### config.mk
export PLATFORM = sky130hd
export DESIGN_NAME = pipe_stage_skid
export DESIGN_NICKNAME = d
export VERILOG_FILES = /design/src/rtl/pipe_stage_skid.sv
export SDC_FILE = /design/constraint.sdc
export NUM_CORES = 1
export LEC_CHECK = 0
export ABC_CLOCK_PERIOD_IN_PS = 3300
export CAP_MARGIN = 40
export CORE_AREA = 3 3 131 133
export CTS_CLUSTER_SIZE = 14
export DETAILED_ROUTE_END_ITERATION = 10
export DIE_AREA = 0 0 134 136
export DONT_BUFFER_PORTS = 1
export PLACE_DENSITY_LB_ADDON = 0.08
export SLEW_MARGIN = 5
export SYNTH_ARGS = -nofsm -noshare
export SYNTH_HDL_FRONTEND = slang
export SYNTH_SLANG_ARGS = --single-unit
### constraint.sdc
create_clock -name clk -period 3.3 [get_ports clk]
set_input_delay 0 -clock clk [delete_from_list [all_inputs] [get_ports clk]]
set_output_delay 0 -clock clk [all_outputs]
set_load 0.005 [all_outputs]
### src/rtl/pipe_stage_skid.sv
// Elastic pipeline stage: valid/ready handshake over a main + skid register pair.
// Optional back-pressure stall counter enabled by defining PIPE_STAGE_STATS_EN.
//
// state    | meaning
// ---------+-----------------------------------------------
// ST_EMPTY | no entry held; out_valid low, in_ready high
// ST_ONE   | main holds the head entry; skid unused
// ST_TWO   | main holds the head, skid holds the next entry
module pipe_stage_skid #(
    parameter int DATA_W = 96,
    parameter int CTRL_W = 9,
    parameter int CNT_W  = 16
) (
    input  logic              clk,
    input  logic              reset,
    input  logic              flush,
    input  logic              in_valid,
    output logic              in_ready,
    input  logic [DATA_W-1:0] in_data,
    input  logic [CTRL_W-1:0] in_ctrl,
    output logic              out_valid,
    input  logic              out_ready,
    output logic [DATA_W-1:0] out_data,
    output logic [CTRL_W-1:0] out_ctrl
`ifdef PIPE_STAGE_STATS_EN
    ,
    output logic [CNT_W-1:0]  stall_cnt
`endif
);

    if (DATA_W < 1 || CTRL_W < 1 || CNT_W < 1) begin : g_bad_params
        $error("pipe_stage_skid: DATA_W, CTRL_W and CNT_W must all be >= 1");
    end

    typedef enum logic [1:0] {
        ST_EMPTY = 2'd0,
        ST_ONE   = 2'd1,
        ST_TWO   = 2'd2
    } state_t;

    state_t              state_q, state_d;
    logic [DATA_W-1:0]   main_data_q, main_data_d;
    logic [CTRL_W-1:0]   main_ctrl_q, main_ctrl_d;
    logic [DATA_W-1:0]   skid_data_q, skid_data_d;
    logic [CTRL_W-1:0]   skid_ctrl_q, skid_ctrl_d;
    logic                acc_in;
    logic                acc_out;

    // Ready comes from the state flop alone, so out_ready never reaches in_ready.
    assign in_ready  = (state_q != ST_TWO);
    assign out_valid = (state_q != ST_EMPTY);
    assign acc_in    = in_valid & in_ready;
    assign acc_out   = out_valid & out_ready;
    assign out_data  = main_data_q;
    assign out_ctrl  = out_valid ? main_ctrl_q : '0;

    always_comb begin
        state_d     = state_q;
        main_data_d = main_data_q;
        main_ctrl_d = main_ctrl_q;
        skid_data_d = skid_data_q;
        skid_ctrl_d = skid_ctrl_q;
        if (flush) begin
            state_d     = ST_EMPTY;
            main_ctrl_d = '0;
            skid_ctrl_d = '0;
        end else begin
            unique case (state_q)
                ST_EMPTY: begin
                    if (acc_in) begin
                        main_data_d = in_data;
                        main_ctrl_d = in_ctrl;
                        state_d     = ST_ONE;
                    end
                end
                ST_ONE: begin
                    if (acc_in && acc_out) begin
                        main_data_d = in_data;
                        main_ctrl_d = in_ctrl;
                    end else if (acc_in) begin
                        skid_data_d = in_data;
                        skid_ctrl_d = in_ctrl;
                        state_d     = ST_TWO;
                    end else if (acc_out) begin
                        state_d     = ST_EMPTY;
                    end
                end
                ST_TWO: begin
                    if (out_ready) begin
                        main_data_d = skid_data_q;
                        main_ctrl_d = skid_ctrl_q;
                        state_d     = ST_ONE;
                    end
                end
                default: state_d = ST_EMPTY;
            endcase
        end
    end

    always_ff @(posedge clk) begin
        if (reset) begin
            state_q     <= ST_EMPTY;
            main_data_q <= '0;
            main_ctrl_q <= '0;
            skid_data_q <= '0;
            skid_ctrl_q <= '0;
        end else begin
            state_q     <= state_d;
            main_data_q <= main_data_d;
            main_ctrl_q <= main_ctrl_d;
            skid_data_q <= skid_data_d;
            skid_ctrl_q <= skid_ctrl_d;
        end
    end

`ifdef PIPE_STAGE_STATS_EN
    logic [CNT_W-1:0] stall_cnt_q, stall_cnt_d;

    // Saturating; only reset clears it so stalls around a flush stay visible.
    always_comb begin
        stall_cnt_d = stall_cnt_q;
        if (out_valid && !out_ready && (stall_cnt_q != {CNT_W{1'b1}})) begin
            stall_cnt_d = stall_cnt_q + CNT_W'(1);
        end
    end

    always_ff @(posedge clk) begin
        if (reset) begin
            stall_cnt_q <= '0;
        end else begin
            stall_cnt_q <= stall_cnt_d;
        end
    end

    assign stall_cnt = stall_cnt_q;
`endif

endmodule

# After elaboration in Yosys (flattened, before gate mapping)
# Index checks and enable logic that the tools add are counted.
dict set report word_totals {
  regBits 212
  output_inout_bits 107
}
dict set report op_classes {
  eq_ne 8
  mux 15
  bitwise_logic 4
  reduce_logical 10
}
# op count
set op_table {}
lappend op_table {{two-way mux 96 bit} 3}
lappend op_table {{case mux 96 bit (3 select lines)} 1}
lappend op_table {{two-way mux 9 bit} 4}
lappend op_table {{case mux 9 bit (3 select lines)} 1}
lappend op_table {{AND reduction 4 bit} 3}
lappend op_table {{two-way mux 2 bit} 5}
lappend op_table {{!= test 2 bit, second input constant} 5}
lappend op_table {{case mux 2 bit (3 select lines)} 1}
lappend op_table {{AND reduction 5 bit} 1}
lappend op_table {{!= test 3 bit, second input constant} 1}
lappend op_table {{AND reduction 3 bit} 1}
lappend op_table {{nonzero test 3 bit} 1}
lappend op_table {{AND 1 bit} 2}
lappend op_table {{== test 2 x 1 -> 1 bit, second input constant} 1}
lappend op_table {{== test 2 bit, second input constant} 1}
lappend op_table {{zero test 2 bit} 1}
lappend op_table {{inverter 1 bit} 2}
lappend op_table {{nonzero test 2 bit} 1}
lappend op_table {{OR reduction 2 bit} 1}
lappend op_table {{logical AND 1 bit} 1}

# Logic depth before layout (Yosys ltp)
dict set report depth {
  depth_word 6
  mapped_depth 7
  mapped_depth_nobuf 4
}

# Worst setup path before layout
# OpenSTA, ideal clock, no wires.
dict set report synth_path {
  path_kind {flip-flop to flip-flop}
  from {reg state_q[0]}
  to {reg main_data_q[53], in the netlist out_data[53]}
  setup_time_ns 0.142
  t_arrival_ns 1.203
  required_time_ns 3.158
  setup_slack_ns 1.955
  path_stages_with_launch 6
  n_path_buf 2
  synth_period_minus_slack_ns 1.345
  cell_sequence {dfxtp_1 nor2b_2 o21ai_2 buf_2 clkbuf_1 a311oi_1}
}
dict set report synth_between {
  elab_chain_len 5
}
# item line_no
set synth_lines {}
lappend synth_lines {{from (decl)} 41} ;# state_t state_q, state_d;
lappend synth_lines {{from (signal assigned)} 108} ;# state_q <= state_d;
lappend synth_lines {{!= test 2 bit / nonzero test 2 bit (equally long branches)} {50, 51}}
lappend synth_lines {{AND 1 bit (on tied branches)} {52, 53}}
lappend synth_lines {{logical AND 1 bit} 77} ;# if (acc_in && acc_out) begin
lappend synth_lines {{!= test 2 bit (no source line)} --}
lappend synth_lines {{AND reduction 5 bit (no source line)} --}
lappend synth_lines {{to (signal assigned)} 109} ;# main_data_q <= main_data_d;
lappend synth_lines {{to (decl)} 42} ;# logic [DATA_W-1:0] main_data_q, main_data_d;
# Several ways; a longest one is shown, not always the timed one.
# A chain may end at the register's enable or synchronous reset.

# Worst setup path in the final report
dict set report layout_path {
  from {reg state_q[1]}
  to {reg skid_data_q[61]}
}
dict set report layout_between {
  elab_chain_len 5
}
# item line_no
set layout_lines {}
lappend layout_lines {{!= test 2 bit / nonzero test 2 bit (equally long branches)} {50, 51}}
lappend layout_lines {{AND 1 bit (on tied branches)} {52, 53}}
lappend layout_lines {{logical AND 1 bit} 77}
lappend layout_lines {{inverter 1 bit (no source line)} --}
lappend layout_lines {{AND reduction 4 bit (no source line) (*)} --}
lappend layout_lines {{to (signal assigned)} 111} ;# skid_data_q <= skid_data_d;
lappend layout_lines {{to (decl)} 44} ;# logic [DATA_W-1:0] skid_data_q, skid_data_d;
# Mark *: on every way between the ends. The rest lies on a longest branch, timed or not.

==> results.md <==
* Status: completed
* Placement Setup Slack at 1200 ps
* Final setup violation count at 0
* Layout cells sized above 1 at 5.30%
* H-Tree Level Count at 1
* Antenna viol nets, final at 0
* CTS tree: done
* Worst IR Drop VDD at 0.328 mV
* Number of inserted diodes at 0
* Post-Syn Area at 8790 µm²
* Worst Hold Class: input port to flip-flop
* Mapped Cells at 972
* IO buf count at 0
* Mapped Nets at 1,082
* RSZ-0062 raised after global routing: no
* CP Buf/Inv Count at 2
* CTS root buf: clkbuf_16
* Initial DRC count at 375
* CP Data Arrival Time at 2820 ps
* YS warnings at 0
* Pwr/cell area at 543 nW/µm²
* R2R Path End: skid_data_q[61]
* GRT Util Overall at 23.2%
* GPL Wtd Cong at 0.786
* Final Hold Slack at 3.55 ps
* Crit path max-delay cell type: dlygate4sd3_1
* Most common cell after layout, fill and taps aside: dfxtp_1
* Worst R2R Path Depth at 6
* Synthesized flop and latch total at 212
* CTS max path bufs at 3
* Fin. max-slew vios at 0
* Via count at 7,257
* # clock sinks at 212
* Kind of start point of the critical path: flip-flop
* Remaining DRCs at 0
* Worst hold stages at 2
* Fmax at 416 MHz
* Vias per inst at 5.79
* Clock transition at the registers of the reported paths at 60 ps
* DR WL/cell at 17.8 µm
* Flop2flop setup slack at 900 ps
* 1st-pass router iterations at 4
* Final WS setup at 896 ps
* DRT Wirelength at 22,300 µm
* Max Clock Skew at 7.95 ps
* Crit path max-delay family: buffers and inverters
* Cts repair resizes at 0
* Lkg Pwr at 0.00426 µW
* Synth Area per Inst at 9.04 µm²
* Crit path required time at 3710 ps
* Final layout net count at 1,132
* Die width at 134 µm
* Kind of critical path: flip-flop to flip-flop
* Most frequent cells in the layout: dfxtp_1, nand2_1, a21oi_1
* HP Start: reset
* Post-synthesis sequential area ratio at 48.3%
* Max-cap violation count at 0
* Die Y at 136 µm
* Worst Tran Pin Value at 920 ps
* Largest fanout on the critical path at 31
* Distinct cells, synth at 28
* Mux cell area share after synthesis at 12.1%
* DP HPWL at 13,000 µm
* Cells along the critical path: nand4bb_1 -> nor2_4 -> buf_4 -> nand2_1 -> dlygate4sd3_1 -> a21oi_1
* Grt ovf at 0
* Number of buffers created by CTS at 23
* Initial Util at 55.1%
* Top Ports at 217
* FP Rows at 46
* Main combinational cell family by area after synthesis: compound AO/OA/AOI/OAI gates
* Die Area at 18,200 µm²
* Hold Path Sink: skid_data_q[52]
* Compound-Gate Fraction of Synth Area at 22.1%
* Post-Synth XOR/XNOR Area at 0%
* Period utilization at 72.9%
* Synth Area in Adders at 0%
* Final Util at 66.3%
* # fillers at 1,272
* Synth Area in Simple Gates at 11.1%
* Post-CTS setup buffers at 0
* Endpoints failing hold at 0
* First-pass GRT wire length at 35,600 µm
* RR Startpoint: state_q[1]
* CP Capture Type: flip-flop
* Number of global-route vias before repair at 7,055
* Layout area overhead at 20.3%
* Initial antenna violation count at 0
* CP max stage delay at 580 ps
* Skew-Pair Late Insertion Delay at 490 ps
* Slew HR at 38.7%
* Final setup TNS at 0 ps
* Largest net degree at the start of global routing at 191
* Min Tclk post-route at 2400 ps
* Hold Buf Count CTS at 116
* Core area at 15,900 µm²
* Total power at 5740 µW
Yosys cell counts:
cell | n | area share (%)
dfxtp_1 | 212 | 48
nand2_1 | 210 | 9.0
a21oi_1 | 201 | 11
mux2i_1 | 106 | 12
a311oi_1 | 96 | 9.6
clkbuf_1 | 51 | 2.2
buf_2 | 20 | 1.1
nor2_1 | 14 | 0.60
buf_4 | 13 | 1.1
a211oi_1 | 9 | 0.77
nor2b_1 | 9 | 0.64
clkbuf_4 | 7 | 0.60
buf_6 | 5 | 0.64
buf_12 | 3 | 0.68
buf_1 | 2 | 0.085
nand2b_1 | 2 | 0.14
a21boi_0 | 1 | 0.085
and4bb_1 | 1 | 0.14
inv_1 | 1 | 0.043
inv_2 | 1 | 0.043
nand2_2 | 1 | 0.071
nand3b_1 | 1 | 0.085
nand4bb_1 | 1 | 0.13
nor2_4 | 1 | 0.13
nor2b_2 | 1 | 0.10
o21ai_2 | 1 | 0.10
o22a_1 | 1 | 0.10
or2_2 | 1 | 0.071
cell type report:
class                      instances  area, µm²  share of cell area [%]
sequential                       212       4240                    40.1
multi-input combinational        657       3990                    37.8
timing repair buffer             126       1300                    12.3
clock buffer                      34        697                    6.59
tap                              216        270                    2.56
clock inverter                     6       55.1                   0.521
inverter                           2       12.5                   0.118
per-stage QoR:
| step | cells | cell area [µm²] |
|---|---|---|
| global placement | 1096 | 8610 |
| detailed placement | 1097 | 8640 |
| finish | 1253 | 10600 |
| floorplan | 972 | 8790 |
| CTS | 1253 | 10600 |
| global route | 1253 | 10600 |
cells by family (layout without fill, tap and decap cells):
| group | Yosys count | count (layout) |
|---|---|---|
| AOI/OAI and AO/OA | 309 | 309 |
| buffers and inverters | 103 | 168 |
| DFF | 212 | 212 |
| muxes | 106 | 106 |
| and+or+nand+nor | 242 | 242 |
flip-flops by register name (all words and copies together) (netlist names):
signal / flops
main_ctrl_q: 9
out_data: 96
skid_ctrl_q: 9
skid_data_q: 96
state_q: 2
report_power, final:
group	switching, µW	internal (µW)
sequential	84.8	2660
combinational	273	219
clock	973	1530
metal layers:
layer / part of all wire [%] / track usage (%) / up-vias / routed length (µm)
li1: - / - / 3590 / -
met1: 40 / 28.1 / 3371 / 8990
met2: 48 / 39.3 / 246 / 10800
met3: 8.8 / 7.22 / 50 / 1950
met4: 2.6 / 8.06 / 0 / 574
met5: 0 / 0 / - / 0
how the worst max path moves through the flow:
stage,to,slack (ps),depth (start not counted),from
6_report,skid_data_q[61],900,6,state_q[1]
5_1_grt,skid_data_q[48],700,6,state_q[1]
4_1_cts,skid_data_q[50],950,6,state_q[1]
3_5_place_dp,skid_data_q[67],1200,5,state_q[1]
3_3_place_gp,skid_data_q[27],1220,4,state_q[1]
2_1_floorplan,out_data[53],1960,5,state_q[0]
Note: power is estimated with default switching activity, not from simulation.
